$ cat src/rtl/tlb_pkg.sv
// Shared types and helpers for the Sv32 TLBs: update/tag layouts and the
// vaddr-vs-tag match rule used by both lookup and flush.
package tlb_pkg;

  localparam int unsigned PTE_G_BIT  = 5;
  localparam int unsigned VPN_W      = 10;
  // Internal storage holds the widest legal ASID; unused upper bits stay zero.
  localparam int unsigned ASID_MAX_W = 9;

  typedef struct packed {
    logic                  valid;
    logic                  is_4M;
    logic [VPN_W-1:0]      vpn1;
    logic [VPN_W-1:0]      vpn0;
    logic [ASID_MAX_W-1:0] asid;
    logic [31:0]           content;
  } tlb_update_t;

  typedef struct packed {
    logic                  valid;
    logic                  is_4M;
    logic [VPN_W-1:0]      vpn0;
    logic [VPN_W-1:0]      vpn1;
    logic [ASID_MAX_W-1:0] asid;
  } tlb_tag_t;

  function automatic logic vaddr_match(tlb_tag_t tag, logic [31:0] vaddr);
    return (tag.vpn1 == vaddr[31:22]) && (tag.is_4M || (tag.vpn0 == vaddr[21:12]));
  endfunction

endpackage

$ cat src/rtl/plru_tree.sv
// Tree pseudo-LRU over a power-of-two set of entries. Touch port 1 wins any
// tree bit that both touch ports want to write in the same cycle.
module plru_tree #(
  parameter int unsigned TLB_ENTRIES = 4,
  localparam int unsigned IdxW = $clog2(TLB_ENTRIES)
) (
  input  logic                 clk_i,
  input  logic                 rst_ni,
  input  logic [1:0]           touch_valid_i,
  input  logic [1:0][IdxW-1:0] touch_idx_i,
  output logic [IdxW-1:0]      victim_idx_o
);

  logic [TLB_ENTRIES-2:0] tree_q, tree_d;

  // Node numbering is heap order: children of n are 2n+1 (left) and 2n+2.
  for (genvar l = 0; l < IdxW; l++) begin : g_level
    for (genvar k = 0; k < 2**l; k++) begin : g_node
      localparam int unsigned Node = 2**l - 1 + k;
      logic [1:0] on_path;
      logic [1:0] dir;
      for (genvar t = 0; t < 2; t++) begin : g_touch
        assign on_path[t] = touch_valid_i[t] && ((touch_idx_i[t] >> (IdxW - l)) == IdxW'(k));
        assign dir[t]     = touch_idx_i[t][IdxW-1-l];
      end
      assign tree_d[Node] = on_path[1] ? ~dir[1] :
                            on_path[0] ? ~dir[0] : tree_q[Node];
    end
  end

  // Exactly one leaf has every bit on its path pointing toward it.
  logic [TLB_ENTRIES-1:0] leaf_sel;
  for (genvar i = 0; i < TLB_ENTRIES; i++) begin : g_leaf
    logic [IdxW-1:0] path_ok;
    for (genvar l = 0; l < IdxW; l++) begin : g_lvl
      localparam int unsigned Node = 2**l - 1 + (i >> (IdxW - l));
      localparam bit Dir = bit'((i >> (IdxW - 1 - l)) & 1);
      assign path_ok[l] = (tree_q[Node] == Dir);
    end
    assign leaf_sel[i] = &path_ok;
  end

  always_comb begin
    victim_idx_o = '0;
    for (int i = 0; i < TLB_ENTRIES; i++) begin
      if (leaf_sel[i]) victim_idx_o = IdxW'(i);
    end
  end

  always_ff @(posedge clk_i) begin
    if (!rst_ni) tree_q <= '0;
    else         tree_q <= tree_d;
  end

endmodule

$ cat src/rtl/cva6_tlb_sv32_plru.sv
// Fully associative Sv32 TLB with tree-PLRU replacement, in-place refresh,
// G-aware selective flush and saturating hit/miss counters.
module cva6_tlb_sv32_plru import tlb_pkg::*; #(
  parameter int unsigned TLB_ENTRIES = 4,
  parameter int unsigned ASID_WIDTH  = 1,
  parameter int unsigned CNT_WIDTH   = 16
) (
  input  logic                                  clk_i,
  input  logic                                  rst_ni,
  input  logic                                  flush_i,
  input  logic [ASID_WIDTH-1:0]                 asid_to_be_flushed_i,
  input  logic [31:0]                           vaddr_to_be_flushed_i,
  input  logic [54+ASID_WIDTH-1:0]              update_i,
  input  logic                                  lu_access_i,
  input  logic [ASID_WIDTH-1:0]                 lu_asid_i,
  input  logic [31:0]                           lu_vaddr_i,
  output logic [31:0]                           lu_content_o,
  output logic                                  lu_is_4M_o,
  output logic                                  lu_hit_o,
  output logic [CNT_WIDTH-1:0]                  hit_cnt_o,
  output logic [CNT_WIDTH-1:0]                  miss_cnt_o,
  output logic [TLB_ENTRIES*(ASID_WIDTH+22)-1:0] port_tags_q_o,
  output logic [TLB_ENTRIES*32-1:0]             port_content_q_o
);

  localparam int unsigned IdxW = $clog2(TLB_ENTRIES);
  localparam int unsigned TagW = ASID_WIDTH + 22;

  tlb_tag_t       tags_q    [TLB_ENTRIES];
  tlb_tag_t       tags_d    [TLB_ENTRIES];
  logic [31:0]    content_q [TLB_ENTRIES];
  logic [31:0]    content_d [TLB_ENTRIES];
  logic [CNT_WIDTH-1:0] hit_cnt_q, hit_cnt_d, miss_cnt_q, miss_cnt_d;

  tlb_update_t            upd;
  logic [ASID_MAX_W-1:0]  lu_asid, fl_asid;
  logic [TLB_ENTRIES-1:0] hit_vec;
  logic [IdxW-1:0]        hit_idx, upd_idx, victim_idx;
  logic                   upd_touch;
  logic [1:0][IdxW-1:0]   touch_idx;

  assign upd.valid   = update_i[53+ASID_WIDTH];
  assign upd.is_4M   = update_i[52+ASID_WIDTH];
  assign upd.vpn1    = update_i[42+ASID_WIDTH +: 10];
  assign upd.vpn0    = update_i[32+ASID_WIDTH +: 10];
  assign upd.asid    = ASID_MAX_W'(update_i[32 +: ASID_WIDTH]);
  assign upd.content = update_i[31:0];
  assign lu_asid     = ASID_MAX_W'(lu_asid_i);
  assign fl_asid     = ASID_MAX_W'(asid_to_be_flushed_i);

  always_comb begin
    hit_vec = '0;
    hit_idx = '0;
    for (int i = 0; i < TLB_ENTRIES; i++) begin
      hit_vec[i] = tags_q[i].valid && vaddr_match(tags_q[i], lu_vaddr_i) &&
                   ((tags_q[i].asid == lu_asid) || content_q[i][PTE_G_BIT]);
    end
    for (int i = int'(TLB_ENTRIES) - 1; i >= 0; i--) begin
      if (hit_vec[i]) hit_idx = IdxW'(i);
    end
  end

  assign lu_hit_o     = |hit_vec;
  assign lu_content_o = lu_hit_o ? content_q[hit_idx] : '0;
  assign lu_is_4M_o   = lu_hit_o & tags_q[hit_idx].is_4M;

  // Refresh an identical translation before consuming a free slot or evicting.
  always_comb begin
    logic            found_same, found_free;
    logic [IdxW-1:0] same_idx, free_idx;
    found_same = 1'b0;
    found_free = 1'b0;
    same_idx   = '0;
    free_idx   = '0;
    for (int i = int'(TLB_ENTRIES) - 1; i >= 0; i--) begin
      if (tags_q[i].valid && tags_q[i].vpn1 == upd.vpn1 && tags_q[i].vpn0 == upd.vpn0 &&
          tags_q[i].asid == upd.asid && tags_q[i].is_4M == upd.is_4M) begin
        found_same = 1'b1;
        same_idx   = IdxW'(i);
      end
      if (!tags_q[i].valid) begin
        found_free = 1'b1;
        free_idx   = IdxW'(i);
      end
    end
    upd_idx = found_same ? same_idx : (found_free ? free_idx : victim_idx);
  end

  always_comb begin
    logic asid_nz, vaddr_nz, asid_ok, va_ok;
    tags_d    = tags_q;
    content_d = content_q;
    upd_touch = 1'b0;
    asid_nz   = |asid_to_be_flushed_i;
    vaddr_nz  = |vaddr_to_be_flushed_i;
    asid_ok   = 1'b0;
    va_ok     = 1'b0;
    if (flush_i) begin
      for (int i = 0; i < TLB_ENTRIES; i++) begin
        asid_ok = (tags_q[i].asid == fl_asid) && !content_q[i][PTE_G_BIT];
        va_ok   = vaddr_match(tags_q[i], vaddr_to_be_flushed_i);
        if ((!asid_nz || asid_ok) && (!vaddr_nz || va_ok)) tags_d[i].valid = 1'b0;
      end
    end else if (upd.valid) begin
      tags_d[upd_idx].valid = 1'b1;
      tags_d[upd_idx].is_4M = upd.is_4M;
      tags_d[upd_idx].vpn1  = upd.vpn1;
      tags_d[upd_idx].vpn0  = upd.vpn0;
      tags_d[upd_idx].asid  = upd.asid;
      content_d[upd_idx]    = upd.content;
      upd_touch             = 1'b1;
    end
  end

  always_comb begin
    hit_cnt_d  = hit_cnt_q;
    miss_cnt_d = miss_cnt_q;
    if (lu_access_i) begin
      if (lu_hit_o) begin
        if (!(&hit_cnt_q)) hit_cnt_d = hit_cnt_q + 1'b1;
      end else begin
        if (!(&miss_cnt_q)) miss_cnt_d = miss_cnt_q + 1'b1;
      end
    end
  end

  assign touch_idx = {upd_idx, hit_idx};

  plru_tree #(
    .TLB_ENTRIES (TLB_ENTRIES)
  ) u_plru (
    .clk_i         (clk_i),
    .rst_ni        (rst_ni),
    .touch_valid_i ({upd_touch, lu_access_i & lu_hit_o}),
    .touch_idx_i   (touch_idx),
    .victim_idx_o  (victim_idx)
  );

  always_ff @(posedge clk_i) begin
    if (!rst_ni) begin
      tags_q     <= '{default: '0};
      content_q  <= '{default: '0};
      hit_cnt_q  <= '0;
      miss_cnt_q <= '0;
    end else begin
      tags_q     <= tags_d;
      content_q  <= content_d;
      hit_cnt_q  <= hit_cnt_d;
      miss_cnt_q <= miss_cnt_d;
    end
  end

  assign hit_cnt_o  = hit_cnt_q;
  assign miss_cnt_o = miss_cnt_q;

  for (genvar i = 0; i < TLB_ENTRIES; i++) begin : g_export
    assign port_tags_q_o[i*TagW +: TagW] = {tags_q[i].valid, tags_q[i].is_4M, tags_q[i].vpn0,
                                            tags_q[i].vpn1, tags_q[i].asid[ASID_WIDTH-1:0]};
    assign port_content_q_o[i*32 +: 32] = content_q[i];
  end

endmodule

$ cat config.mk
export PLATFORM = sky130hd
export DESIGN_NAME = cva6_tlb_sv32_plru
export DESIGN_NICKNAME = d
export VERILOG_FILES = /design/src/rtl/tlb_pkg.sv /design/src/rtl/plru_tree.sv /design/src/rtl/cva6_tlb_sv32_plru.sv
export SDC_FILE = /design/constraint.sdc
export NUM_CORES = 1
export LEC_CHECK = 0
export ABC_AREA = 1
export BUFFER_PORTS_ARGS = -buffer_cell sky130_fd_sc_hd__clkbuf_2
export CORE_MARGIN = 5
export CORE_UTILIZATION = 35
export DETAILED_ROUTE_END_ITERATION = 10
export HOLD_SLACK_MARGIN = 0.12
export SLEW_MARGIN = 20
export SYNTH_ARGS = -nofsm -noshare
export SYNTH_HDL_FRONTEND = slang
export SYNTH_SLANG_ARGS = --single-unit
$ cat constraint.sdc
create_clock -name clk_i -period 4.1 [get_ports clk_i]
set_clock_uncertainty 0.1 [all_clocks]
set_input_delay 0.205 -clock clk_i [delete_from_list [all_inputs] [get_ports clk_i]]
set_output_delay 0.205 -clock clk_i [all_outputs]
set_load 0.02 [all_outputs]
==> impl_metrics.toml, run 1 <==
[synthesis]
synth_edf_count = 0
synth-main-ff-cell = "dfxtp_1"
post_synth.cell_area_avg_um2 = 5.943
ys_types = 37
synthCells = 2720
syn_nets = 2847
synthTopCellsByCount = "789 x nand2_1, 463 x nor2_1, 297 x inv_1"
yosys.area.top_type = "dfxtp_1"
synthArstFlopShare_pct = 0
yosysWarnings = 0
synth_area_mm2 = 0.01616
ys_ff_latch = 255
yosysTopAreaCellShare_pct = 31.58
yosysMostFrequentCell = "nand2_1"
seq_area_frac_synth_pct = 31.58
synth.area.top_cells = "dfxtp_1 32%, nand2_1 18%, nor2_1 11%"

[global_route]
grt_start_max_net_pins = 63
grt_pass1_vias = 18300
antenna_found_initial = 0
overflow = 0
grtUsageTotal_pct = 28.51
grt_pass1_wl_um = 113400

[sta]
fmax_mhz = 257.3
max_slew_margin_pct = 43.72
min_period_ns = 3.886
setup_violations = 0
rsz0062_at_grt = "no"
final_max_slew_viol_count = 0
tightest_slew_ns = 0.8365
hold_viol = 0
fin_crit_sh_pct = 94.78
tns_ns = 0

[floorplanning]
fp.coreArea_mm2 = 0.04558
die_w_um = 224.9
io_pins = 411
die-area_mm2 = 0.05058
die_h_um = 224.9
rows = 78
initial_core_util_pct = 35.47

[clock_tree]
cts_buffers = 30
htree_levels = 1
clock_sinks = 255
clk_pin_slew_ns = 0.06
clk_latency_ns = 0.59
post-cts-setup-buffers = 0
clock_path_buffers = 3
cts_root_buffer = "clkbuf_16"
cts_tree = "built"

[placement]
dp_hpwl_um = 56620
gp_congestion = 0.9968
io_buffers = 398

[setup_path]
cp.required_ns = 3.80
slowest_delay_ns = 0.56
start_kind = "flop"
crit_chain = "inv_1 > nand2_1 > nand2_1 > nor2_1 > nand3_1 > nor2_1 > nor2_1 > nor2_1 > nand2_1 > nand2_1 > buf_4 > nand3_1 > nand3_1 > a21oi_1 > clkbuf_2"
critical_path_class = "flop to primary output"
endpoint_kind = "primary output"
cpMaxStageDelayCell = "dfxtp_1"
r2r-start = "port_tags_q_o[13]"
worstPathMaxFanout = 20
regToRegEndpoint = "port_tags_q_o[1]"
rrSetupSlack_ns = 0.76
r2r_cells = 14
crit_arrival_ns = 3.58

[min_path]
hold_path_startpoint = "vaddr_to_be_flushed_i[30]"
whs_endpoint = "port_tags_q_o[22]"
hold_depth = 9
hold_class = "input port to flop"

[power_and_ir_drop]
ir_drop_mv = 0.3076
fin_total_pwr_mw = 6.433
p_switching_mw = 1.786
intPower_mw = 4.647
p_leak_nw = 9.302
clkPwrFrac_pct = 46.0
p_per_area_mw_per_mm2 = 316.6
combPwrFrac_pct = 13.6
switching_share_pct = 27.76
seqPwrFrac_pct = 40.4

[detailed_routing]
ant_nets = 0
drt_iter0_drc = 1858
num_vias = 19430
drtPass1Iterations = 6
wl_per_cell_um = 20.44
drt-total-wl_um = 76410
drc_errors = 0
vias_per_cell = 5.199

[status]
status = "complete, no violations"

[finish]
regArea_mm2 = 0.005105
multi_input_area_mm2 = 0.009195
num-fill-cells = 4882
area_delta_synth_final_pct = 25.71
drive_above_1_share_pct = 16.80
fin_nets = 3241

[flow_run]
drv_cap = 0
-- worst max-delay path by stage --
| stage | startpoint | to | slack (ns) |
|---|---|---|---|
| floorplan | port_tags_q_o[71] | lu_content_o[10] | 1.62 |
| global placement | port_tags_q_o[87] | lu_content_o[22] | 0.84 |
| detailed placement | port_tags_q_o[87] | lu_content_o[22] | 0.82 |
| CTS | port_tags_q_o[79] | lu_content_o[22] | 0.20 |
| global route | port_tags_q_o[14] | lu_content_o[3] | 0.06 |
| finish | port_tags_q_o[87] | lu_content_o[22] | 0.21 |
-- layout make-up --
type                       instances  area share [%]
sequential                       255           25.12
antenna                            1         0.01231
tap                              600           3.694
inverter                         318           5.893
timing repair buffer             497           14.66
clock inverter                    14           1.176
multi-input combinational       2012           45.25
clock buffer                      41           4.193
-- cells in the final DEF (no fill, tap or decap), types with 2 or more instances in the layout --
cell type and n:
nor3_1 23, inv_1 296, inv_2 20, clkbuf_1 5, nor2_4 3, nor4_1 21
nand2_1 787, ha_1 2, buf_4 32, nand4_1 27, clkbuf_8 6, nand2_4 2
clkinv_2 6, clkbuf_16 30, o21ai_1 15, xnor2_1 57, nand3b_1 34, o22ai_1 18
dlygate4sd3_1 60, a21oi_1 147, or2_2 4, dfxtp_1 255, nand2_2 6, a41oi_1 2
nand3_1 284, o21ai_0 54, xor2_1 53, buf_12 7, nor2_1 463, bufinv_16 6
clkbuf_2 397
-- metrics by stage --
step / setup WS, ns / instances / hold WS, ns / utilization (%) / area, um^2
CTS: 0.1975 / 3737 / 0.2122 / 44.57 / 20310
detailed placement: 0.8233 / 3622 / 0.3712 / 40.86 / 18620
global placement: 0.8372 / 3622 / 0.3645 / 40.86 / 18620
global route: 0.05893 / 3737 / 0.3185 / 44.58 / 20320
floorplan: 1.622 / 2720 / 0.2695 / - / 16160
finish: 0.2139 / 3738 / 0.2440 / 44.59 / 20320
-- critical path, delay by kind of cell, from the launching register on --
family                 cells  cell delay (ns)
AO/OA/AOI/OAI              1             0.11
buffers and inverters      3             0.66
flip-flops                 1             0.56
AND/OR/NAND/NOR           11             1.66
-- power groups by stage --
stage | clock, mW | sequential, mW | combinational, mW
6_report | 2.96 | 2.60 | 0.874
3_3_place_gp | 0 | 2.65 | 0.807
2_1_floorplan | 0 | 2.68 | 0.443
4_1_cts | 3.01 | 2.60 | 0.862
5_1_grt | 3.12 | 2.60 | 0.949
3_5_place_dp | 0 | 2.65 | 0.811
-- per-layer routing --
metal | wire [um] | GRT usage (%) | vias up
met4 | 2750 | 9.664 | 0
li1 | - | - | 9280
met5 | 0 | 0 | -
met1 | 32790 | 39.01 | 9058
met2 | 34150 | 45.69 | 957
met3 | 6716 | 4.859 | 137
-- flip-flops by register name, indices dropped and copies added, names as in the netlist --
signal	cells
port_tags_q_o	92
miss_cnt_o	16
hit_cnt_o	16
port_content_q_o	128
u_plru.tree_q	3
-- cells by family (layout without fill, tap and decap cells) --
logic type / Yosys count / in the layout / synth area share [%]
xor gates and xnor gates: 110 / 110 / 5.960
buffers and inverters: 453 / 870 / 11.63
DFF: 255 / 255 / 31.58
and+or+nand+nor: 1660 / 1660 / 42.94
adders and majority gates: 2 / 2 / 0.1548
other: 0 / 1 / 0
AOI/OAI and AO/OA: 240 / 240 / 7.733
-- what timing repair did --
| action | in CTS | in global routing |
|---|---|---|
| hold buffers | 60 | 0 |
| resized for setup | 0 | 1 |
| endpoints found under the hold margin | 218 | 0 |
| endpoints found under the setup margin | 0 | 1 |
Note: power is estimated with default switching activity, not from simulation.
==> run 2: changes to the inputs <==
--- a/config.mk
+++ b/config.mk
@@ -10,6 +10,7 @@
 export CORE_MARGIN = 5
 export CORE_UTILIZATION = 35
 export DETAILED_ROUTE_END_ITERATION = 10
+export GPL_ROUTABILITY_DRIVEN = 0
 export HOLD_SLACK_MARGIN = 0.12
 export SLEW_MARGIN = 20
 export SYNTH_ARGS = -nofsm -noshare
==> constraint.sdc (replaced) <==
create_clock -name clk_i -period 3.2 [get_ports clk_i]
set_clock_uncertainty 0.1 [all_clocks]
set_input_delay 0.16 -clock clk_i [delete_from_list [all_inputs] [get_ports clk_i]]
set_output_delay 0.16 -clock clk_i [all_outputs]
set_load 0.02 [all_outputs]
==> run 2 against run 1 <==
Net effect: worst hold slack better by 0.0069 ns; design area grew 3.7%; cell count increased by 1.2%; clock-buffer cell count rose by 9; non-clock buffer count is 39 higher; global-route usage decreased by 0.99 points; total power is 31% higher; flip-flop and latch count did not move; critical path depth stayed put; utilization increased by 1.7 points; sequential share of layout area decreased by 0.54 points; critical path type unchanged; critical endpoint is now lu_content_o[27]; highest routed layer is now met5.
==> impl_metrics.toml, run 2 (same netlist as run 1, synthesis figures left out) <==
[status]
status = "complete, no violations"

[clock_tree]
clk_pin_slew_ns = 0.06
cts_root_buffer = "clkbuf_16"
clock_path_buffers = 3
cts_buffers = 34
htree_levels = 2
clock_sinks = 255
clk_latency_ns = 0.55
cts_tree = "built"

[detailed_routing]
drt-total-wl_um = 74370
drc_errors = 0
drtPass1Iterations = 9
num_vias = 19830
vias_per_cell = 5.241
wl_per_cell_um = 19.66
ant_nets = 0
drt_iter0_drc = 2523

[sta]
rsz0062_at_grt = "yes"
min_period_ns = 3.133
fmax_mhz = 319.2
setup_violations = 0
fin_crit_sh_pct = 97.90
final_max_slew_viol_count = 0
max_slew_margin_pct = 29.74
holdWs_ns = 0.2509
tightest_slew_ns = 1.054
hold_viol = 0

[power_and_ir_drop]
ir_drop_mv = 0.3645
p_leak_nw = 9.632
p_per_area_mw_per_mm2 = 399.9
fin_total_pwr_mw = 8.428

[global_route]
grtUsageTotal_pct = 27.52
overflow = 0
grt_pass1_wl_um = 110100
grt_start_max_net_pins = 80
antenna_found_initial = 3
grt_pass1_vias = 18450

[setup_path]
startpoint = "port_tags_q_o[80]"
start_kind = "flop"
rrSetupSlack_ns = 0.15
crit_top_cell = "nand2_1"
critical_path_class = "flop to primary output"
r2r_cells = 14
endpoint_kind = "primary output"
r2r-start = "port_tags_q_o[83]"
crit_arrival_ns = 2.87
regToRegEndpoint = "port_content_q_o[17]"
endpoint = "lu_content_o[27]"
crit_chain = "inv_2 > nand2_1 > nand2_1 > nand2_1 > nor2_1 > nand3_2 > a21oi_2 > nand2_1 > nand2_4 > nand2_8 > clkbuf_16 > nand2_1 > nand3_1 > a21oi_1 > buf_4"
slowest_delay_ns = 0.38
cp.required_ns = 2.94
worstPathMaxFanout = 16
cpMaxStageDelayCell = "dfxtp_2"

[flow_run]
drv_cap = 0

[min_path]
hold_class = "input port to flop"

[placement]
dp_hpwl_um = 53290
io_buffers = 398

[finish]
final_util_pct = 46.24
area_delta_synth_final_pct = 30.37
num-fill-cells = 4688
largest_reg_flops = 128
mostFrequentLayoutCell = "nand2_1"
fin_nets = 3284
layout_common_cells = "782 x nand2_1, 455 x nor2_1, 378 x clkbuf_2, 289 x inv_1, 280 x nand3_1"
drive_above_1_share_pct = 20.14

[floorplanning]
io_pins = 411
die_h_um = 224.9
die-area_mm2 = 0.05058
die_w_um = 224.9
fp.coreArea_mm2 = 0.04558
rows = 78
initial_core_util_pct = 35.47
run 2: repair_timing:
action                                  in CTS  in global routing
endpoints found under the setup margin      33                 37
cloned                                       1                  3
resized for setup                           56                 88
endpoints found under the hold margin      224                  0
pin swaps                                    0                  6
hold buffers                                64                  0
setup buffers                                0                  2
run 2: per-stage QoR:
stage | setup WS [ns] | instance area [um^2] | cells | setup TNS [ns]
after floorplan | 0.7667 | 16160 | 2720 | 0
after global placement | 0.1980 | 18850 | 3651 | 0
after detailed placement | 0.1488 | 18850 | 3651 | 0
after CTS | -0.01043 | 20790 | 3777 | -0.01665
after global routing | -0.06263 | 21070 | 3783 | -0.6608
final | 0.06736 | 21070 | 3783 | 0
run 2: layout make-up:
type,instances,area [um^2],area share [%]
inverters,318,1201,5.700
repair buffers,536,3466,16.45
flip-flops and latches,255,5181,24.59
diodes,1,2.502,0.01187
well taps,600,750.7,3.562
multi-input cells,2012,9319,44.22
clock inverters,11,161.4,0.7659
clock buffers,50,992.2,4.708
run 2: how the worst min path moves through the flow:
stage / startpoint / to / slack [ns] / cells after the start
after floorplan: update_i[31] / port_content_q_o[31] / 0.22 / 2
after global placement: update_i[6] / port_content_q_o[6] / 0.33 / 3
after detailed placement: update_i[11] / port_content_q_o[11] / 0.34 / 3
after CTS: update_i[54] / u_plru.tree_q[0] / 0.20 / 6
after global routing: update_i[54] / u_plru.tree_q[0] / 0.27 / 6
final: vaddr_to_be_flushed_i[30] / port_tags_q_o[22] / 0.25 / 9
run 2: report_power, final:
part           switching, mW  internal [mW]
clock                   1.56           2.41
sequential            0.0817           3.24
combinational          0.753          0.392
run 2: critical path, delay by kind of cell, from the launching register on:
kind	cells	cell delay, ns
AND/OR/NAND/NOR	10	1.02
buffers and inverters	3	0.54
flip-flops	1	0.38
AO/OA/AOI/OAI	2	0.39
run 2: per-layer routing:
| layer | up-vias | track usage [%] | wire length, um |
|---|---|---|---|
| li1 | 9373 | - | - |
| met1 | 9050 | 35.72 | 29260 |
| met2 | 1173 | 43.39 | 33020 |
| met3 | 228 | 7.451 | 8692 |
| met4 | 4 | 11.35 | 3366 |
| met5 | - | 0 | 17 |
